### src/rtl/shift_seq_ctrl.sv
// -----------------------------------------------------------------------------
// shift_seq_ctrl
//
// Purpose
//   Command sequencer that sits directly upstream of an 8-bit barrel shifter.
//   One shift command is accepted over a valid/ready handshake. The operand is
//   then pushed through the shifter REP times: each cycle the shifter's
//   combinational output is written back into the accumulator, which drives
//   the shifter input again on the next cycle. The final word is returned over
//   a second valid/ready handshake. An abort input cuts the iteration short.
//
// Ports
//   clk          in   1      system clock, rising edge
//   rst_n        in   1      synchronous reset, active-low
//   cmd_valid    in   1      command present
//   cmd_ready    out  1      command can be accepted (IDLE only)
//   cmd_data     in   WIDTH  initial operand
//   cmd_shamt    in   SHW    shift amount applied on every iteration
//   cmd_lr       in   1      1 = left, 0 = right
//   cmd_al       in   1      1 = arithmetic, 0 = logical (right shifts only)
//   cmd_rep      in   REPW   number of iterations (0 = pass operand through)
//   cmd_abort    in   1      stop iterating; only looked at in RUN
//   sh_din       out  WIDTH  barrel shifter data input (accumulator)
//   sh_shamt     out  SHW    barrel shifter shift amount (latched)
//   sh_lr        out  1      barrel shifter direction (latched)
//   sh_al        out  1      barrel shifter arithmetic/logical (latched)
//   sh_dout      in   WIDTH  barrel shifter result (combinational return)
//   res_valid    out  1      result present
//   res_ready    in   1      consumer takes the result
//   res_data     out  WIDTH  final operand
//   res_aborted  out  1      result was cut short by cmd_abort
//   busy         out  1      controller is not idle
// -----------------------------------------------------------------------------
module shift_seq_ctrl #(
   parameter int WIDTH = 8,
   parameter int SHW   = 3,
   parameter int REPW  = 4
) (
   input  logic             clk,
   input  logic             rst_n,
   input  logic             cmd_valid,
   output logic             cmd_ready,
   input  logic [WIDTH-1:0] cmd_data,
   input  logic [SHW-1:0]   cmd_shamt,
   input  logic             cmd_lr,
   input  logic             cmd_al,
   input  logic [REPW-1:0]  cmd_rep,
   input  logic             cmd_abort,
   output logic [WIDTH-1:0] sh_din,
   output logic [SHW-1:0]   sh_shamt,
   output logic             sh_lr,
   output logic             sh_al,
   input  logic [WIDTH-1:0] sh_dout,
   output logic             res_valid,
   input  logic             res_ready,
   output logic [WIDTH-1:0] res_data,
   output logic             res_aborted,
   output logic             busy
);

   typedef enum logic [1:0] {
      S_IDLE = 2'd0,
      S_RUN  = 2'd1,
      S_DONE = 2'd2
   } state_t;

   state_t            state_q, state_d;
   logic [WIDTH-1:0]  acc_q,     acc_d;
   logic [REPW-1:0]   cnt_q,     cnt_d;
   logic [SHW-1:0]    shamt_q,   shamt_d;
   logic              lr_q,      lr_d;
   logic              al_q,      al_d;
   logic              aborted_q, aborted_d;

   // The iteration that consumes the final count value: leaving RUN happens on
   // the same edge that stores the last shifter result. The <= 1 form also
   // keeps a corrupted zero count from wrapping to 15.
   logic last_iter;
   assign last_iter = (cnt_q <= REPW'(1));

   // --------------------------------------------------------------------------
   // State and datapath registers
   // --------------------------------------------------------------------------
   always_ff @(posedge clk) begin
      if (!rst_n) begin
         state_q   <= S_IDLE;
         acc_q     <= '0;
         cnt_q     <= '0;
         shamt_q   <= '0;
         lr_q      <= 1'b0;
         al_q      <= 1'b0;
         aborted_q <= 1'b0;
      end else begin
         state_q   <= state_d;
         acc_q     <= acc_d;
         cnt_q     <= cnt_d;
         shamt_q   <= shamt_d;
         lr_q      <= lr_d;
         al_q      <= al_d;
         aborted_q <= aborted_d;
      end
   end

   // --------------------------------------------------------------------------
   // Next-state logic
   // --------------------------------------------------------------------------
   always_comb begin
      state_d = state_q;
      unique case (state_q)
         S_IDLE: begin
            if (cmd_valid) begin
               state_d = (cmd_rep != '0) ? S_RUN : S_DONE;
            end
         end
         S_RUN: begin
            // Abort wins over a normal final iteration.
            if (cmd_abort || last_iter) begin
               state_d = S_DONE;
            end
         end
         S_DONE: begin
            // cmd_valid is not looked at here, so there is always one IDLE
            // cycle between handing off a result and accepting new work.
            if (res_ready) begin
               state_d = S_IDLE;
            end
         end
         default: state_d = S_IDLE;
      endcase
   end

   // --------------------------------------------------------------------------
   // Datapath next values
   // --------------------------------------------------------------------------
   always_comb begin
      acc_d     = acc_q;
      cnt_d     = cnt_q;
      shamt_d   = shamt_q;
      lr_d      = lr_q;
      al_d      = al_q;
      aborted_d = aborted_q;
      unique case (state_q)
         S_IDLE: begin
            if (cmd_valid) begin
               acc_d     = cmd_data;
               cnt_d     = cmd_rep;
               shamt_d   = cmd_shamt;
               lr_d      = cmd_lr;
               al_d      = cmd_al;
               aborted_d = 1'b0;
            end
         end
         S_RUN: begin
            if (cmd_abort) begin
               // Keep the last completed iteration; the in-flight one is dropped.
               aborted_d = 1'b1;
            end else begin
               acc_d = sh_dout;
               if (cnt_q != '0) begin
                  cnt_d = cnt_q - REPW'(1);
               end
            end
         end
         default: begin
            // DONE: everything holds until the result is taken.
         end
      endcase
   end

   // --------------------------------------------------------------------------
   // Outputs: all driven from registers, never straight from cmd_*
   // --------------------------------------------------------------------------
   always_comb begin
      cmd_ready   = (state_q == S_IDLE);
      res_valid   = (state_q == S_DONE);
      busy        = (state_q != S_IDLE);
      res_data    = acc_q;
      res_aborted = aborted_q;
      sh_din      = acc_q;
      sh_shamt    = shamt_q;
      sh_lr       = lr_q;
      sh_al       = al_q;
   end

   // --------------------------------------------------------------------------
   // Invariants
   // --------------------------------------------------------------------------
   // A RUN cycle always has at least one iteration left to perform.
   a_run_cnt_nonzero : assert property (
      @(posedge clk) disable iff (!rst_n)
      (state_q == S_RUN) |-> (cnt_q != '0));

   // A result that is not taken stays exactly where it is.
   a_done_hold : assert property (
      @(posedge clk) disable iff (!rst_n)
      (state_q == S_DONE && !res_ready) |=>
         (state_q == S_DONE && $stable(acc_q) && $stable(aborted_q)));

endmodule

### config.mk
export PLATFORM = sky130hd
export DESIGN_NAME = shift_seq_ctrl
export DESIGN_NICKNAME = d
export VERILOG_FILES = /design/src/rtl/shift_seq_ctrl.sv
export SDC_FILE = /design/constraint.sdc
export NUM_CORES = 1
export LEC_CHECK = 0
export CAP_MARGIN = 20
export CORE_MARGIN = 3
export CORE_UTILIZATION = 25
export CTS_CLUSTER_SIZE = 24
export DETAILED_ROUTE_END_ITERATION = 12
export SKIP_LAST_GASP = 1
export SLEW_MARGIN = 20
export SYNTH_ARGS = -nofsm -noshare
export SYNTH_HDL_FRONTEND = slang
export SYNTH_SLANG_ARGS = --single-unit
### constraint.sdc
create_clock -name clk -period 1.6 [get_ports clk]
set_input_delay 0.4 -clock clk [delete_from_list [all_inputs] [get_ports clk]]
set_output_delay 0.4 -clock clk [all_outputs]
set_load 0.05 [all_outputs]
* Word level (Yosys, flattened, before mapping) *
Cells that the tools add are included.

cells by class
  add/subtract/negate cells = 1
  $lt $le $gt $ge = 1
  eq/ne operators = 8
  muxes and demuxes = 15
  reduce and logical (&&, ||, !) cells = 11

operators by type and width
  kind                                                            number
  two-way mux 8 bit                                               2
  one-hot mux 8 bit (2 select lines)                              1
  two-way mux 4 bit                                               3
  != test 2 bit, second input constant                            5
  AND reduction 3 bit                                             3
  two-way mux 2 bit                                               4
  one-hot mux 4 bit (2 select lines)                              1
  nonzero test 4 bit                                              2
  one-hot mux 2 bit (3 select lines)                              1
  less-or-equal comparator 4 x 1 -> 1 bit, second input constant  1
  AND reduction 4 bit                                             1
  nonzero test 2 bit                                              2
  subtractor 4 x 1 -> 4 bit, second input constant                1
  equality test 2 x 1 -> 1 bit, second input constant             1
  equality test 2 bit, second input constant                      1
  logical NOT 2 bit                                               1
  two-way mux 1 bit                                               2
  != test 2 x 1 -> 1 bit, second input constant                   1
  one-hot mux 1 bit (2 select lines)                              1
  AND reduction 2 bit                                             1
  logical OR 1 bit                                                1

word-level totals
  flip-flop bits (word level) = 20
  output and inout bits = 25

* Depth between registers and ports, before layout *
Gate-level depths: netlist of the first run.

  depth after elaboration = 4
  depth in mapped cells = 6
  gate-level depth less buffers = 6

* Worst setup path after synthesis of the first run *
Ideal clock, no wire load.

  path type = register to output
  from = register state_q[1]
  to = output port busy
  arrival time = 1424 ps
  data required time = 1200 ps
  setup slack = -224 ps
  stages on the path, launching flop included = 4
  path through = dfxtp_1 -> buf_2 -> nor2_2 -> inv_1

between the ends
  word-level cells in the longest chain between the ends = 1

RTL lines
  element                 line  text
  from (decl)             67    state_t state_q, state_d;
  from (signal assigned)  94    state_q <= state_d;
  nonzero test 2 bit      176   busy = (state_q != S_IDLE);
  to (decl)               58    output logic busy

Every way passes these cells.

* Final worst setup path of the first run *
  from = register state_q[0]
  to = output port cmd_ready

between the ends
  word-level cells in the longest chain between the ends = 1

RTL lines
  element            line  text
  logical NOT 2 bit  174   cmd_ready = (state_q == S_IDLE);
  to (decl)          42    output logic cmd_ready,

Every way passes these cells.

==> results by group, run 1 <==
Worst setup path
  • Critical R2R Launch: cnt_q[1]
  • Crit path DAT: ~1200 ps
  • Setup crit start: state_q[0]
  • Max FO, Critical Path: 8
  • Critical path type: flop to output pin
  • Setup crit end kind: output pin
  • Startpoint type of the worst setup path: flop
  • Flop-to-flop setup slack: ~120 ps
  • Req. time, crit path: 1200 ps

STA
  • Pins Over Slew Limit: 0
  • Min Tclk post-route: between 1500 and 2000 ps
  • FMAX: about 640 MHz
  • Worst Tran Pin Value: ~330 ps
  • Hold Slack: 509.8 ps
  • RSZ-0062 raised after global routing: yes
  • Final setup viols: 0
  • Final hold viol count: 0
  • Final period util: 96.97%
  • Relative slew slack: roughly four fifths
  • Setup Skew: ~2.5 ps

Floorplanning
  • IO Pins: 55
  • Die Area: approximately 5300 um^2
  • Row count: 23
  • Die Width: 72.52 um
  • DIE HEIGHT: 72.52 um
  • Initial Util: 26.69%
  • Core area: between 4000 and 5000 um^2

Power
  • Peak supply drop: just under 0.4 mV
  • PwrDens: about 950 nW/um^2
  • Lkg Pwr: between 0.9 and 1 nW

Yosys
  • Syn Area/Cell: between 8 and 9 um^2
  • #FFs+latches synth: 20
  • Synthesized Nets: around 170
  • Syn. warnings: 0
  • Synth unique cells: 31
  • Synth Cell Area: between 1000 and 1500 um^2
  • Cells after Synth: around 130
  • Sequential area share after synthesis: between 30% and 40%

Clock tree
  • Clk root buf: clkbuf_8
  • CTS tree: done
  • CTS Sinks: 20
  • Clock Path Buffers: 2
  • Clk pin slew, worst setup/hold paths: about 80 ps
  • Num CTS Buffers: 3
  • Clock Latency Late Sink: about 260 ps
  • Htree depth: 1

Final layout
  • Most frequent cells in the layout: 29 x clkdlybuf4s50_1, 28 x nand2_1, 25 x buf_12, 19 x dfxtp_1, 19 x buf_4
  • Final #Nets: roughly 230
  • Register Area: approximately 400 um^2
  • Layout cells sized above 1: a little under a third
  • Fillcell total: roughly 390
  • ANT cells: 0
  • Area growth from synthesis to layout: 86.65%
  • Multi-input gate area: just under 600 um^2
  • Commonest non-fill, non-tap cell in the layout: clkdlybuf4s50_1
  • Cell Count, Final, Fillers Out: 244

Worst hold path
  • Hold WC Path Type: flop to flop
  • Hold_sp: sh_shamt[1]

Placement
  • Final RePlAce weighted congestion: between 0.8 and 0.9
  • Final HPWL DP: ~2500 um
  • Inst Count DP: between 200 and 250
  • Buffers on Ports: 54

GRT
  • Largest net degree at the start of global routing: 16
  • First-pass GRT wire length: between 5000 and 6000 um
  • Number of global-route vias before repair: 1158
  • Total Routing Usage GR: 12.82%
  • Initial antenna violation count: 0
  • Grt ovf: 0

Detailed routing
  • Drt drc: 0
  • Vias: between 1000 and 1500
  • Antenna Violating Nets Remaining: 0
  • Routed wire per std cell: between 10 and 15 um
  • Initial DRC Count: 65
  • First-pass DRT Iterations: 5
  • Overall routed net length: 3316 um
  • Vias per cell: approximately 4.8

Run
  • Max-Cap Viols: 0

Outcome
  • Status: finished clean
[layout make-up]
cell class	count	share of cell area, %
repair buffers	73	45.21
multi-input cells	93	28.91
flip-flops and latches	20	19.45
well taps	50	3.030
clock buffers	4	2.667
inverters	4	0.7273
[per-stage QoR]
stage          instance area [um^2]  setup WS, ps  power, mW  setup TNS (ps)  util, %
3_3_place_gp                   1974        -85.15      1.533          -910.2    47.64
4_1_cts                        2031         27.58      1.944               0    49.00
2_1_floorplan                  1114         64.30      1.111               0        -
6_report                       2064         48.43      1.956               0    49.82
3_5_place_dp                   1974        -113.8      1.545           -1202    47.64
5_1_grt                        2064        -12.18      2.035          -23.73    49.82
[kinds of logic after synthesis]
| logic type | count (synthesis) | synth area share (%) |
|---|---|---|
| DFF | 20 | 36.20 |
| AOI/OAI and AO/OA | 31 | 22.51 |
| adders and majority gates | 2 | 2.262 |
| and+or+nand+nor | 60 | 27.49 |
| buffers and inverters | 20 | 11.54 |
[where the power goes]
part           switching (mW)  internal, mW  leakage, nW  total (mW)
clock                   0.176         0.219       0.0288       0.395
sequential             0.0843         0.550        0.165       0.634
combinational           0.452         0.475        0.710       0.927
total                   0.712          1.24        0.904        1.96
[synth_stat cells]
library cell / instances / area (um^2)
nor3b_1: 2 / 15.01
o21a_1: 3 / 22.52
nor2_2: 1 / 6.260
ha_1: 2 / 25.02
a21boi_0: 5 / 37.54
buf_4: 9 / 67.56
o21ai_0: 1 / 5.000
nand2_1: 28 / 105.1
o22ai_1: 3 / 18.77
clkbuf_1: 2 / 7.510
a22oi_1: 1 / 7.510
buf_2: 2 / 10.01
dfxtp_1: 20 / 400.4
o211a_1: 8 / 80.08
nand3_1: 14 / 70.07
nor2b_1: 3 / 18.77
o311a_1: 1 / 10.01
or4_4: 1 / 11.26
nor3_1: 4 / 20.02
nor4_1: 1 / 6.260
a21oi_1: 6 / 30.03
clkbuf_2: 1 / 5.000
nand2b_1: 1 / 6.260
a221oi_1: 1 / 8.760
o22ai_2: 1 / 12.51
a21oi_4: 1 / 16.27
buf_6: 2 / 22.52
inv_1: 4 / 15.01
nor2_1: 2 / 7.510
nor3_2: 1 / 10.01
nand2b_4: 2 / 27.53
[worst max-delay path, stage by stage, from the launching register on]
cell	delay [ps]
dfxtp_1	520
nor2_4	80
buf_4	150
buf_12	140
[worst paths after layout]
check,cells past startpoint,endpoint
worst max-delay path,3,cmd_ready
worst min-delay path,2,sh_shamt[1]
worst max register to register,6,cnt_q[1]
worst min register to register,2,sh_shamt[1]
[flip-flops by register name (all words and copies together), names as in the netlist]
register     count
res_data         8
cnt_q            4
sh_shamt         3
state_q          2
res_aborted      1
sh_al            1
sh_lr            1
[timing repair]
action                                  4_1_cts  5_1_grt
gates resized for setup                       1        2
pin swaps                                     0        1
setup buffers                                 0        3
endpoints found under the setup margin        2        2
hold buffers                                  0        0
[metal layers]
metal | GRT usage [%] | up-vias | routed length, um
li1 | - | 579 | -
met1 | 16.05 | 532 | 1393
met2 | 21.13 | 60 | 1648
met3 | 2.909 | 6 | 227
met4 | 5.328 | 0 | 46
met5 | 0 | - | 0
(Power assumes the default switching activity.)
==> run 2: changes to the inputs <==
--- a/config.mk
+++ b/config.mk
@@ -10,8 +10,9 @@
 export CORE_UTILIZATION = 25
 export CTS_CLUSTER_SIZE = 24
 export DETAILED_ROUTE_END_ITERATION = 12
+export DONT_BUFFER_PORTS = 1
 export SKIP_LAST_GASP = 1
-export SLEW_MARGIN = 20
+export SLEW_MARGIN = 0
 export SYNTH_ARGS = -nofsm -noshare
 export SYNTH_HDL_FRONTEND = slang
 export SYNTH_SLANG_ARGS = --single-unit
==> run 2 against run 1 <==
Hold slack lost 260 ps. Sequential share of layout area rose by 13 points. Count of clock-buffer cells in the layout decreased by 1. Final area down 39%. Worst setup slack gained 57 ps. Cell count down 24%. Register-to-register slack about the same.
==> results by group, run 2 (synthesized netlist as in run 1, its figures left out) <==
STA
  • Final setup viols: 0
  • Min Tclk post-route: 1494 ps
  • Final WS setup: between 100 and 150 ps
  • RSZ-0062 raised after global routing: no
  • Setup Skew: about 3.4 ps
  • Setup_tns: 0 ps
  • Final hold viol count: 0
  • Final period util: 93.39%
  • Worst Tran Pin Value: a little over 500 ps
  • Relative slew slack: between 60% and 70%
  • FMAX: ~670 MHz
  • Pins Over Slew Limit: 0

Detailed routing
  • Routed met2 length: about 1200 um
  • Antenna Violating Nets Remaining: 0
  • Overall routed net length: approximately 2500 um
  • Met1 WL: roughly 1100 um
  • First-pass DRT Iterations: 4
  • Met3 wire len: ~190 um
  • Routed wire per std cell: between 10 and 15 um
  • Drt drc: 0
  • Vias: 918
  • Vias per cell: ~5
  • Max Used Layer: met4
  • Initial DRC Count: 46

Placement
  • Buffers on Ports: 0
  • Final HPWL DP: approximately 1900 um
  • Final RePlAce weighted congestion: approximately 0.81
  • Area of placed instances: roughly 1200 um^2
  • Dpl ws: 70.59 ps

Floorplanning
  • IO Pins: 55
  • Core area: 4144 um^2
  • DIE HEIGHT: between 70 and 80 um
  • Die Area: roughly 5300 um^2
  • Initial Util: between 20% and 30%
  • Die Width: between 70 and 80 um
  • Row count: 23

Worst setup path
  • Setup crit end kind: flop
  • Req. time, crit path: ~1800 ps
  • Startpoint type of the worst setup path: flop
  • Max FO, Critical Path: 6
  • Critical path type: flop to flop
  • Crit path DAT: around 1700 ps

GRT
  • Total Routing Usage GR: about a tenth
  • Largest net degree at the start of global routing: 22
  • Number of global-route vias before repair: roughly 840
  • Grt ovf: 0
  • Initial antenna violation count: 0
  • First-pass GRT wire length: a little under 4000 um

Outcome
  • Status: finished clean

Final layout
  • Commonest non-fill, non-tap cell in the layout: nand2_1
  • Final instance area: around 1200 um^2
  • Fillcell total: around 450
  • Largest register FFs: 8
  • Layout cells sized above 1: between 20% and 30%
  • Area growth from synthesis to layout: 13.01%
  • ANT cells: 0
  • Most frequent cells in the layout: 28 x nand2_1, 18 x dfxtp_1, 15 x buf_4, 14 x nand3_1, 8 x o211a_1
  • Final #Nets: roughly 170

Power
  • PwrDens: around 1300 nW/um^2
  • Lkg Pwr: roughly 0.56 nW
  • Peak supply drop: 0.5665 mV
  • Pwr Total: 1.657 mW

Clock tree
  • Clock Path Buffers: 2
  • Clk root buf: clkbuf_8
  • Post-CTS setup buffers: 0
  • Clock Latency Late Sink: approximately 260 ps
  • CTS Sinks: 20
  • Htree depth: 1
  • Clk pin slew, worst setup/hold paths: roughly 80 ps
  • CTS tree: done
  • Num CTS Buffers: 3
  • # hold bufs at CTS: 0

Worst hold path
  • Hold WC Path Type: input port to flop

Run
  • Max-Cap Viols: 0
## run 2: final timing paths
kind / from / endpoint / slack (ps) / cells after the start
max: cnt_q[0] / cnt_q[1] / 110 / 6
max reg2reg: cnt_q[0] / cnt_q[1] / 110 / 6
min: rst_n / state_q[1] / 250 / 1
min reg2reg: cnt_q[0] / cnt_q[0] / 520 / 2
## run 2: repair_timing
action                                  CTS  global route
gates resized for setup                   1             1
endpoints found under the setup margin    1             1
gates cloned                              0             0
## run 2: critical path: stages, from the launching register on
cell	delay, ps
dfxtp_2	380
inv_1	60
ha_1	250
nor3b_1	180
a221oi_1	330
o21ai_0	120
a21oi_1	110
## run 2: layout make-up
cell class,count,area (um^2),share of cell area [%]
Clock inverter,1,30.03,2.402
Timing Repair Buffer,15,112.6,9.009
Inverter,4,15.01,1.201
Sequential cell,20,402.9,32.23
Clock buffer,3,41.29,3.303
Multi-Input combinational cell,93,585.6,46.85
Tap cell,50,62.56,5.005
## run 2: layer usage
metal / GRT usage, % / up-vias
met4: 3.689 / 0
met2: 15.17 / 34
li1: - / 466
met3: 3.186 / 2
met5: 0 / -
met1: 12.42 / 416
## run 2: stage by stage
stage / std cells / utilization (%) / hold WS, ps
floorplan: 133 / - / 486.5
global placement: 182 / 28.38 / 483.5
detailed placement: 182 / 28.38 / 512.0
CTS: 186 / 30.13 / 244.3
global route: 186 / 30.16 / 244.5
finish: 186 / 30.16 / 253.7
## run 2: power by group
group | internal, mW | leakage (nW) | switching, mW
Sequential | 0.550 | 0.166 | 0.0783
Clock | 0.334 | 0.0357 | 0.170
Combinational | 0.163 | 0.361 | 0.361
Total | 1.05 | 0.563 | 0.610
==> run 3: changes to the inputs <==
--- a/config.mk
+++ b/config.mk
@@ -11,6 +11,7 @@
 export CTS_CLUSTER_SIZE = 24
 export DETAILED_ROUTE_END_ITERATION = 12
 export DONT_BUFFER_PORTS = 1
+export SKIP_CTS_REPAIR_TIMING = 1
 export SKIP_LAST_GASP = 1
 export SLEW_MARGIN = 0
 export SYNTH_ARGS = -nofsm -noshare
==> results of run 3 <==
The final DEF is identical to that of run 2; final timing and power are the same.
Main changes from that run: wire length of the first global-routing pass 3953 um -> 3933 um; via count of the first global-routing pass 838 -> 836; overall routing resource usage 9.713% -> 9.656%; met1 usage 12.42% -> 12.25%
==> RTL change 1: new RTL, settings of run 3 <==
The parameter `WIDTH` goes from 8 to 12.
--- a/src/rtl/shift_seq_ctrl.sv
+++ b/src/rtl/shift_seq_ctrl.sv
@@ -32,7 +32,7 @@
 //   busy         out  1      controller is not idle
 // -----------------------------------------------------------------------------
 module shift_seq_ctrl #(
-   parameter int WIDTH = 8,
+   parameter int WIDTH = 12,
    parameter int SHW   = 3,
    parameter int REPW  = 4
 ) (
Interface: changed (resized cmd_data, res_data, sh_din and sh_dout); port bits go from 55 to 71. The function was not compared with the original's and may differ.
==> RTL change 1 against run 3 <==
Design area rose by 20%; setup slack worse by 0.048 ns; sequential share of layout area about the same; sequential cell count grew 4; synthesized area grew 18%; maximum frequency fell by 3.1%; wire length is 14% higher; total power is 24% higher; largest cell class unchanged; highest routed layer unchanged.
==> RTL change 1: results (changes against run 3) <==
Parameter                              Value

Final layout
  Largest register FFs    12 (was 8)
  Net total in the final layout    185 (was 169)
  Fill cell total of the finished layout    533 (was 449)

Pwr
  Pleak    0.565 nW (was 0.563 nW)
  Internal portion of total power    1.23 mW (was 1.05 mW)
  Flop+latch power    756 uW (was 628 uW)
  Clock network fraction of total power    26.2% (was 30.4%)
  VDD IR max    0.458 mV (was 0.566 mV)

Global routing
  All-layer global routing usage    9.20% (was 9.66%)
  First-pass GRT wire length    4430 um (was 3930 um)
  Number of global-route vias before repair    854 (was 836)
  Routing usage on met3    3.33% (was 3.19%)
  Global routing met1 resource utilization    11.6% (was 12.2%)
  Pin count of the biggest net entering global routing    33 (was 22)
  Met2 Usage GRT    14.2% (was 15.2%)

Drt
  Met3 wirelength from detailed routing    219 um (was 186 um)
  Wire length the detailed router placed on met1    1240 um (was 1120 um)
  Wire length on met2    1330 um (was 1150 um)
  Detailed-route wire length per cell    13.4 um (about the same)
  Starting DRC count in detailed routing    26 (was 46)
  Routed via count divided by cell count    4.53 (was 4.94)

Synth
  Post-synthesis cell type count    38 (was 31)
  Top cells by instance count after synthesis    24 x sky130_fd_sc_hd__dfxtp_1, 23 x sky130_fd_sc_hd__nor2_1, 18 x sky130_fd_sc_hd__mux2i_1 (was 28 x sky130_fd_sc_hd__nand2_1, 20 x sky130_fd_sc_hd__dfxtp_1, 14 x sky130_fd_sc_hd__nand3_1)
  Synthesized-area fraction occupied by ao, oa, aoi and oai cells    18.9% (was 22.5%)
  Adder-Cell Fraction of Synth Area    1.92% (was 2.26%)
  Portion of netlist area occupied by mux cells    13.8% (was 0%)
  Proportion of synthesized chip area in sequential cells    36.9% (was 36.2%)
  Number of enable-type register cells in the synthesized netlist    0 (unchanged)
  Largest cells by area after synthesis    sky130_fd_sc_hd__dfxtp_1 37%, sky130_fd_sc_hd__mux2i_1 14%, sky130_fd_sc_hd__buf_4 7.5% (was sky130_fd_sc_hd__dfxtp_1 36%, sky130_fd_sc_hd__nand2_1 9.5%, sky130_fd_sc_hd__o211a_1 7.2%)
  Post-synth net total    178 (was 165)

Critical path
  Library cell contributing the largest single delay on the critical path    sky130_fd_sc_hd__dfxtp_1 (was sky130_fd_sc_hd__dfxtp_2)
  Crit Reg-Reg Endpoint    cnt_q[3] (was cnt_q[1])
  Slowest cell delay on critical path    0.51 ns (was 0.38 ns)
  Critical Path Fanout Max    6 (unchanged)
  R2r setup slk    0.13 ns (was 0.11 ns)
  Arrival time of data at the critical path endpoint    1.14 ns (was 1.69 ns)
  Crit path max-delay family    flip-flops (was compound AO/OA/AOI/OAI gates)

Worst hold path
  Tightest Hold Check Type    input pin to flop (unchanged)
  Endpoint, Worst Hold    state_q[0] (was state_q[1])

STA
  Final worst hold slack    0.244 ns (was 0.254 ns)
  Clock skew after layout    0.00466 ns (was 0.00337 ns)
  Worst rel slew slack    64.7% (was 65.6%)

Clock network
  Worst-skew pair later-pin latency    0.27 ns

Place
  Routability cong.    0.809 (was 0.812)
  Half-perimeter wire length of the detailed placement result    2200 um (was 1900 um)

Status
  Outcome    complete, no violations (unchanged)
[RTL change 1: cell types whose count changed in the layout (fill, tap and decap cells not counted), moves of 5 or more]
cell / change
sky130_fd_sc_hd__o211a_1: -8
sky130_fd_sc_hd__nor2_1: +20
sky130_fd_sc_hd__a21boi_0: -5
sky130_fd_sc_hd__nand3_1: -14
sky130_fd_sc_hd__mux2i_1: +18
sky130_fd_sc_hd__nand2_1: -26
sky130_fd_sc_hd__buf_4: +6
sky130_fd_sc_hd__a211oi_1: +12
[RTL change 1: stage by stage]
| stage | power [mW] | std cells | util (%) | instance area [um2] | setup WS (ns) |
|---|---|---|---|---|---|
| final | 2.05 | 211 | 30.7 | 1500 | 0.0574 |
| after global routing | 2.17 | 211 | 30.7 | 1500 | 0.00157 |
| after CTS | 2.08 | 210 | 30.4 | 1480 | -0.0187 |
| after detailed placement | 1.53 | 206 | 28.9 | 1410 | 0.0748 |
| after global placement | 1.52 | 206 | 28.9 | 1410 | 0.109 |
| after floorplan | 1.43 | 138 | - | 1310 | 0.126 |
[RTL change 1: how the worst max path moves through the flow]
stage | to | cells past startpoint | slack, ns | from
after floorplan | cnt_q[3] | 6 | 0.13 | cnt_q[0]
after global placement | cnt_q[3] | 6 | 0.11 | cnt_q[0]
after detailed placement | cnt_q[3] | 6 | 0.07 | cnt_q[0]
after CTS | busy | 2 | -0.02 | state_q[0]
after global routing | res_valid | 1 | 0.002 | state_q[1]
final | res_valid | 1 | 0.06 | state_q[1]
[RTL change 1: area by class of cell]
class	instances	area (um2)	area share (%)
flip-flops and latches	24	483	32.2
well taps	67	83.8	5.59
multi-input cells	89	661	44.1
clock buffers	3	41.3	2.75
clock inverters	1	30.0	2.00
repair buffers	22	178	11.9
inverters	5	22.5	1.50
==> RTL change 2: new RTL, config.mk and constraints of run 3 <==
Without the edit above. Reset style: asynchronous (`rst_n`), changed in one clocked block. Comments in the files are not updated.
--- a/src/rtl/shift_seq_ctrl.sv
+++ b/src/rtl/shift_seq_ctrl.sv
@@ -81,7 +81,7 @@
    // --------------------------------------------------------------------------
    // State and datapath registers
    // --------------------------------------------------------------------------
-   always_ff @(posedge clk) begin
+   always_ff @(posedge clk or negedge rst_n) begin
       if (!rst_n) begin
          state_q   <= S_IDLE;
          acc_q     <= '0;
Function: differs if rst_n is asserted again (counterexample within 4 cycles, from zero or initial values and one cycle with rst_n low); with rst_n held inactive, the same outputs for 10 cycles.
==> RTL change 2 against run 3 <==
Setup slack worse by 0.084 ns; core utilization rose by 0.79 points; wire length grew 4.0%; register-to-register slack better by 0.02 ns; design area increased by 1.9%; sequential cell count is the same; worst hold slack better by 0.030 ns; synthesized area decreased by 1.0%; critical path type is now flop to primary output.
Power is not shown: default switching activity piles up to over one toggle a cycle in this logic, so the estimate is an artifact.
==> RTL change 2: results (changes against run 3) <==
Parameter                              Value

Worst hold path
  Worst hold path startpoint    sh_dout[2] (was rst_n)
  Worst hold path cell count    2 (was 1)

Place
  Placed cell count    167 (was 182)
  Half-perimeter wire length of the detailed placement result    2040 um (was 1900 um)
  Routability cong.    0.745 (was 0.812)

Final layout
  Proportion of layout cells with a drive suffix above 1    26.6% (was 21.3%)
  Number of cells in the finished layout apart from fillers    174 (was 186)

Critical path
  Worst setup path end    busy (was cnt_q[1])
  Crit Reg-Reg Endpoint    cnt_q[2] (was cnt_q[1])
  Arrival time of data at the critical path endpoint    1.18 ns (was 1.69 ns)
  Reg-to-Reg Start    cnt_q[0] (unchanged)
  R2r setup slk    0.13 ns (was 0.11 ns)

Global routing
  Met2 Usage GRT    15.8% (was 15.2%)
  All-layer global routing usage    9.61% (was 9.66%)
  Number of global-route vias before repair    860 (was 836)
  Global routing met1 resource utilization    10.4% (was 12.2%)
  Pin count of the biggest net entering global routing    21 (was 22)
  Initial antenna violation count    0 (unchanged)

STA
  Slew @ Worst Pin    0.886 ns (was 0.516 ns)

Synth
  Largest cells by area after synthesis    sky130_fd_sc_hd__dfrtp_1 46%, sky130_fd_sc_hd__buf_4 6.9%, sky130_fd_sc_hd__nand2_1 6.2% (was sky130_fd_sc_hd__dfxtp_1 36%, sky130_fd_sc_hd__nand2_1 9.5%, sky130_fd_sc_hd__o211a_1 7.2%)
  Post-synthesis cell type count    30 (was 31)
  Post-Synthesis Cells    116 (was 133)
  Proportion of synthesized chip area in sequential cells    45.7% (was 36.2%)
  Post-synth net total    149 (was 165)
  Prevailing post-synth register cell    sky130_fd_sc_hd__dfrtp_1 (was sky130_fd_sc_hd__dfxtp_1)
  Top cells by instance count after synthesis    20 x sky130_fd_sc_hd__dfrtp_1, 18 x sky130_fd_sc_hd__nand2_1, 16 x sky130_fd_sc_hd__nor2_1 (was 28 x sky130_fd_sc_hd__nand2_1, 20 x sky130_fd_sc_hd__dfxtp_1, 14 x sky130_fd_sc_hd__nand3_1)

Status
  Outcome    complete, no violations (unchanged)

Drt
  Total routed wirelength    2590 um (was 2490 um)
  Vias    870 (was 918)
  Starting DRC count in detailed routing    37 (was 46)
RTL change 2: cell types whose count changed after synthesis, sizes merged, moves of 5 or more:
| cell | delta |
|---|---|
| a31oi | +9 |
| mux2 | +5 |
| dfrtp | +20 |
| a21boi | -5 |
| nand3 | -14 |
| nor2 | +13 |
| o211a | -7 |
| nand2 | -9 |
| dfxtp | -20 |
| o21ai | +7 |
RTL change 2: cells by family (layout without fill, tap and decap cells):
kind of cell | count (synthesis) | count (layout) | synth area share (%)
simple gates | 45 | 45 | 19.4
buf+inv | 16 | 24 | 9.71
flops | 20 | 20 | 45.7
compound gates | 27 | 27 | 16.6
mux | 5 | 5 | 5.14
fa+ha+maj | 3 | 3 | 3.43
RTL change 2: per-layer routing:
metal / vias up / wire (um)
met5: - / 0
met2: 50 / 1240
li1: 408 / -
met3: 6 / 350
met4: 0 / 46
met1: 406 / 954
RTL change 2: area by class of cell:
cell class	instances	area [um2]	share of cell area, %
Inverter	4	18.8	1.47
Tap cell	50	62.6	4.91
Multi-Input combinational cell	80	495	38.9
Clock buffer	3	41.3	3.24
Clock inverter	1	30.0	2.36
Sequential cell	20	503	39.5
Timing Repair Buffer	16	123	9.63
RTL change 2: stage by stage:
step / setup WS [ns] / setup TNS [ns] / hold WS, ns / instance area, um2
after floorplan: -0.0252 / -0.0252 / 0.104 / 1100
after global placement: 0.231 / 0 / 0.105 / 1170
after detailed placement: 0.130 / 0 / 0.105 / 1170
after CTS: -0.0207 / -0.0350 / -0.181 / 1240
after global routing: -0.0411 / -0.0615 / 0.273 / 1270
final: 0.0217 / 0 / 0.284 / 1270
RTL change 2: critical path: stages, from the launching register on:
cell and delay (ns):
sky130_fd_sc_hd__dfrtp_2 0.45, sky130_fd_sc_hd__nor2_4 0.18, sky130_fd_sc_hd__clkinvlp_4 0.29
